<file path="src/rtl/prog_sequencer.sv">
// Instruction sequencer: fetches 16-bit words from a synchronous program memory
// and walks each one through four execution steps for the control unit.
module prog_sequencer #(
  parameter int unsigned ADDR_W  = 8,
  parameter logic [2:0]  HALT_OP = 3'b011
) (
  input  logic              clock,
  input  logic              resetn,
  input  logic              run,
  input  logic              pause,
  output logic              mem_rd,
  output logic [ADDR_W-1:0] mem_addr,
  input  logic [15:0]       mem_data,
  output logic [15:0]       instrucao,
  output logic [1:0]        step,
  output logic              exec_valid,
  output logic              halted,
  output logic [ADDR_W-1:0] pc,
  output logic [15:0]       instr_count
);

  localparam logic [2:0] S_IDLE  = 3'd0;
  localparam logic [2:0] S_FETCH = 3'd1;
  localparam logic [2:0] S_WAIT  = 3'd2;
  localparam logic [2:0] S_EXEC  = 3'd3;
  localparam logic [2:0] S_HALT  = 3'd4;

  logic [2:0] state;
  logic [2:0] state_nxt;
  logic       retire;

  // Last step of an instruction completes only when not paused; pause beats run=0.
  assign retire = (state == S_EXEC) && (step == 2'b11) && !pause;

  always_comb begin
    // NOTE: default assignment first so every path drives state_nxt and no latch is inferred.
    state_nxt = state;
    case (state)
      S_IDLE:  if (run) state_nxt = S_FETCH;
      S_FETCH: state_nxt = S_WAIT;
      S_WAIT:  state_nxt = (mem_data[15:13] == HALT_OP) ? S_HALT : S_EXEC;
      S_EXEC:  if (retire) state_nxt = run ? S_FETCH : S_IDLE;
      S_HALT:  state_nxt = S_HALT;
      default: state_nxt = S_IDLE;
    endcase
  end

  // NOTE: reset is asynchronous so outputs clear the moment resetn falls, without a clock edge.
  always_ff @(posedge clock or negedge resetn) begin
    if (!resetn) begin
      state       <= S_IDLE;
      step        <= 2'b00;
      pc          <= '0;
      instr_count <= 16'h0000;
      instrucao   <= 16'h0000;
    end else begin
      // NOTE: non-blocking assignments so every register sees pre-edge values of the others.
      state <= state_nxt;

      if (state == S_WAIT)
        instrucao <= mem_data;

      if (state != S_EXEC)
        step <= 2'b00;
      else if (!pause)
        step <= step + 2'd1;

      if (retire) begin
        pc <= pc + ADDR_W'(1);
        if (instr_count != 16'hFFFF)
          instr_count <= instr_count + 16'd1;
      end
    end
  end

  assign mem_rd     = (state == S_FETCH);
  assign mem_addr   = pc;
  assign exec_valid = (state == S_EXEC);
  assign halted     = (state == S_HALT);

endmodule

</file>
<file path="config.mk">
export PLATFORM = sky130hd
export DESIGN_NAME = prog_sequencer
export DESIGN_NICKNAME = d
export VERILOG_FILES = /design/src/rtl/prog_sequencer.sv
export SDC_FILE = /design/constraint.sdc
export NUM_CORES = 1
export LEC_CHECK = 0
export BUFFER_PORTS_ARGS = -buffer_cell sky130_fd_sc_hd__buf_2
export CORE_ASPECT_RATIO = 1.75
export CORE_UTILIZATION = 45
export DETAILED_ROUTE_END_ITERATION = 6
export PLACE_DENSITY = 0.76
export SLEW_MARGIN = 20
export SYNTH_ARGS = -nofsm -noshare
export SYNTH_HDL_FRONTEND = slang
export SYNTH_SLANG_ARGS = --single-unit
export TNS_END_PERCENT = 50
</file>
<file path="constraint.sdc">
create_clock -name clock -period 1.6 [get_ports clock]
set_input_delay 0.32 -clock clock [delete_from_list [all_inputs] [get_ports clock]]
set_output_delay 0.32 -clock clock [all_outputs]
set_load 0.1 [all_outputs]
</file>
==> key figures <==
Cells and area
  • Fin util: 0.661
  • Share of layout cells above drive strength 1: 0.643
  • Layout area overhead: 39.4%
  • Commonest non-fill, non-tap cells in the layout: 68 x buf_2, 20 x dfrtp_1, 16 x mux2_2
  • Ant. Diodes: 0
  • Nets: 280
  • Layout Cells excl Fill: slightly above 300
  • Commonest non-fill, non-tap cell in the layout: buf_2

STA
  • Setup violations, final: 3
  • Setup slack after layout: -0.0171 ns
  • Count of final hold-check violations: 0
  • Max Fclk: 618 MHz
  • Setup Skew: around 0.012 ns
  • Final period utilization: 1.01
  • Tmin final: approximately 1.6 ns
  • Unrepaired setup endpoints after global routing: yes
  • Worst-margin pin slew: 0.498 ns
  • Pins Over Slew Limit: 0
  • Hold_ws: between 0.2 and 0.3 ns
  • Slew headroom: 0.671

Placed design
  • I/O Buffers: 72
  • GPL Wtd Cong: ~0.80
  • Post-detail-place hpwl: 3260 um
  • Dpl cells: 292

Status
  • Status: complete, but fails checks
  • Failing checks: setup timing

Setup path
  • Critical path origin: state[0]$_DFFE_PN0P_
  • R2R cell count: 5
  • Max incr delay on CP: 0.40 ns
  • Req. time, crit path: 1.28 ns
  • Worst reg2reg path endpoint: instr_count[12]$_DFFE_PN0P_
  • Max FO, Critical Path: 6
  • Crit Path Class: reg2out
  • Slack of the worst reg-to-reg path: 0 ns
  • CP max-delay cell: dfrtp_1
  • Startpoint Class: flop
  • Arr. time, crit path: approximately 1.3 ns
  • Worst path cell trace: buf_6 -> nor3b_4 -> buf_12
  • Reg2reg start: instr_count[1]$_DFFE_PN0P_
  • Critical path endpoint category: output pin

Yosys
  • Library cells used by synthesis: 36
  • Ys async rst share: 1.00
  • Synthesized area per cell: 12.3 sq um
  • Post-synth top area cell: dfrtp_1
  • EDFF count, synth: 0
  • Gate Count Post-Synth: 172
  • Yosys reg bits: 45
  • Synth Warn #: 0
  • Post-synthesis net count: 195
  • Synth area leaders: dfrtp_1 53%, mux2_2 9.1%, xor2_1 5.8%
  • Post-synth top area share: 0.534
  • Seq/Total Area, Yosys: 0.534
  • Main flop type after synthesis: dfrtp_1
  • Cell area after synthesis: around 2100 sq um

Routing
  • Vias: 1609
  • Initial DRC count: 22
  • DRT antenna net count: 0
  • Via/cell ratio: 5.21
  • Per-cell routed wire length: between 10 and 15 um
  • DRC: 0
  • Post-Route WL: 4370 um
  • Drt pass-1 iters: 4

Floorplanning
  • Initial Util: 0.474
  • Core area: around 4400 sq um
  • Top Ports: 73
  • Die Span X: 53.7 um
  • Die H: approximately 93 um
  • Row count: 32
  • Die footprint: 4970 sq um

Pwr
  • Leakage: 1.45 nW
  • Cell Pwr Density: 1960 nW/um^2
  • Peak VDD IR: 2.95 mV

Global routing
  • Initial antenna violation count: 0
  • Gr busiest metal: met2
  • GRT Util Overall: 0.200
  • Largest net degree at the start of global routing: 46
  • Number of global-route vias before repair: 1566
  • M2 GR Usage: 0.324
  • Grt total ovfl: 0
  • Met1 GRT Util: 0.242
  • Global-route wire length before repair: 7260 um
  • Met3 Resource Use GR: 0.0476

Clocking
  • Clock Sinks: 45
  • Worst-Skew Late Latency: around 0.30 ns
  • Num CTS Buffers: 5
  • Max Root-Sink Buffers: 2
  • Reg clk slew, reported paths: 0.09 ns
  • H-Tree Depth: 2
  • TritonCTS clock tree: built
  • CTS Root Cell: clkbuf_8

Run
  • Max Cap Viol: 0

Hold path
  • Hold-critical path endpoint: instrucao[12]$_DFFE_PN0N_
  • Hold depth: 2
  • Hold_sp: mem_data[12]
  • HP Class: in2reg
-- state kept, by name (all words and copies together) (netlist names) --
register,count
instr_count,16
instrucao,16
mem_addr,8
state,3
step,2
-- worst max-delay path, delay by kind of cell (launching register included) --
kind          cells  cell delay, ns
simple gates      1            0.25
flops             1            0.40
buf+inv           2            0.35
-- through the flow --
| step | TNS (ns) | cell area, sq um | total power (W) | worst slack, ns |
|---|---|---|---|---|
| floorplan | -1.20 | 2250 | 0.00422 | -0.173 |
| global placement | 0 | 2720 | 0.00479 | 0.0329 |
| detailed placement | -0.000875 | 2720 | 0.00483 | -0.000875 |
| CTS | -0.0442 | 2880 | 0.00578 | -0.0266 |
| global route | -0.281 | 2940 | 0.00599 | -0.0726 |
| finish | -0.0362 | 2940 | 0.00576 | -0.0171 |
-- kinds of logic after synthesis --
logic type,Yosys count,share of synthesized area
flip-flops,45,0.534
adder cells (fa/ha/maj),3,0.0178
buffers and inverters,12,0.0410
AND/OR/NAND/NOR,62,0.186
AO/OA/AOI/OAI,11,0.0344
XOR/XNOR,20,0.0831
multiplexers,19,0.103
-- routing by layer --
layer | up-vias | routed length, um | share of wire
li1 | 771 | - | -
met4 | 0 | 102 | 0.023
met3 | 10 | 215 | 0.049
met1 | 777 | 1730 | 0.40
met5 | - | 0 | 0
met2 | 51 | 2320 | 0.53
-- where the power goes --
group / internal [W] / switching [W]
Combinational: 0.000825 / 0.00252
Clock: 0.000463 / 0.000366
Sequential: 0.00142 / 0.000159
Total: 0.00271 / 0.00305
-- synth_stat cells, types with 2 or more instances --
cell type,n
xor2_1,14
nand4_2,2
dfrtp_1,45
nor3b_1,4
nand3b_1,2
mux2_2,17
nand4_1,5
nor2_1,6
ha_1,3
nand3_1,7
xnor2_1,6
and4_1,2
and3_1,3
nor2_2,2
nor3_1,7
nand2_1,12
buf_4,11
o21ai_0,6
-- how the worst max path moves through the flow --
stage                            endpoint  slack, ns  cells after the start
3_3_place_gp   instr_count[1]$_DFFE_PN0P_       0.03                      5
2_1_floorplan  instr_count[1]$_DFFE_PN0P_      -0.17                      5
4_1_cts                            mem_rd      -0.03                      3
6_report                           halted      -0.02                      3
3_5_place_dp   instr_count[1]$_DFFE_PN0P_    -0.0009                      5
5_1_grt                            halted      -0.07                      3
-- cell type report --
| class | instances | area [sq um] |
|---|---|---|
| fill | 365 | 1510 |
| clock inverter | 2 | 35.0 |
| tap | 51 | 63.8 |
| timing repair buffer | 89 | 571 |
| sequential | 45 | 1190 |
| inverter | 1 | 6.26 |
| clock buffer | 6 | 72.6 |
| multi-input combinational | 115 | 997 |
-- what timing repair did --
action / 4_1_cts / 5_1_grt
endpoints found under the hold margin: 16 / 0
pin swaps: 3 / 6
resized for setup: 4 / 9
setup endpoints to repair: 4 / 13
buffers inserted: 5 / 3
hold buffers: 1 / 0
(Power assumes the default switching activity.)
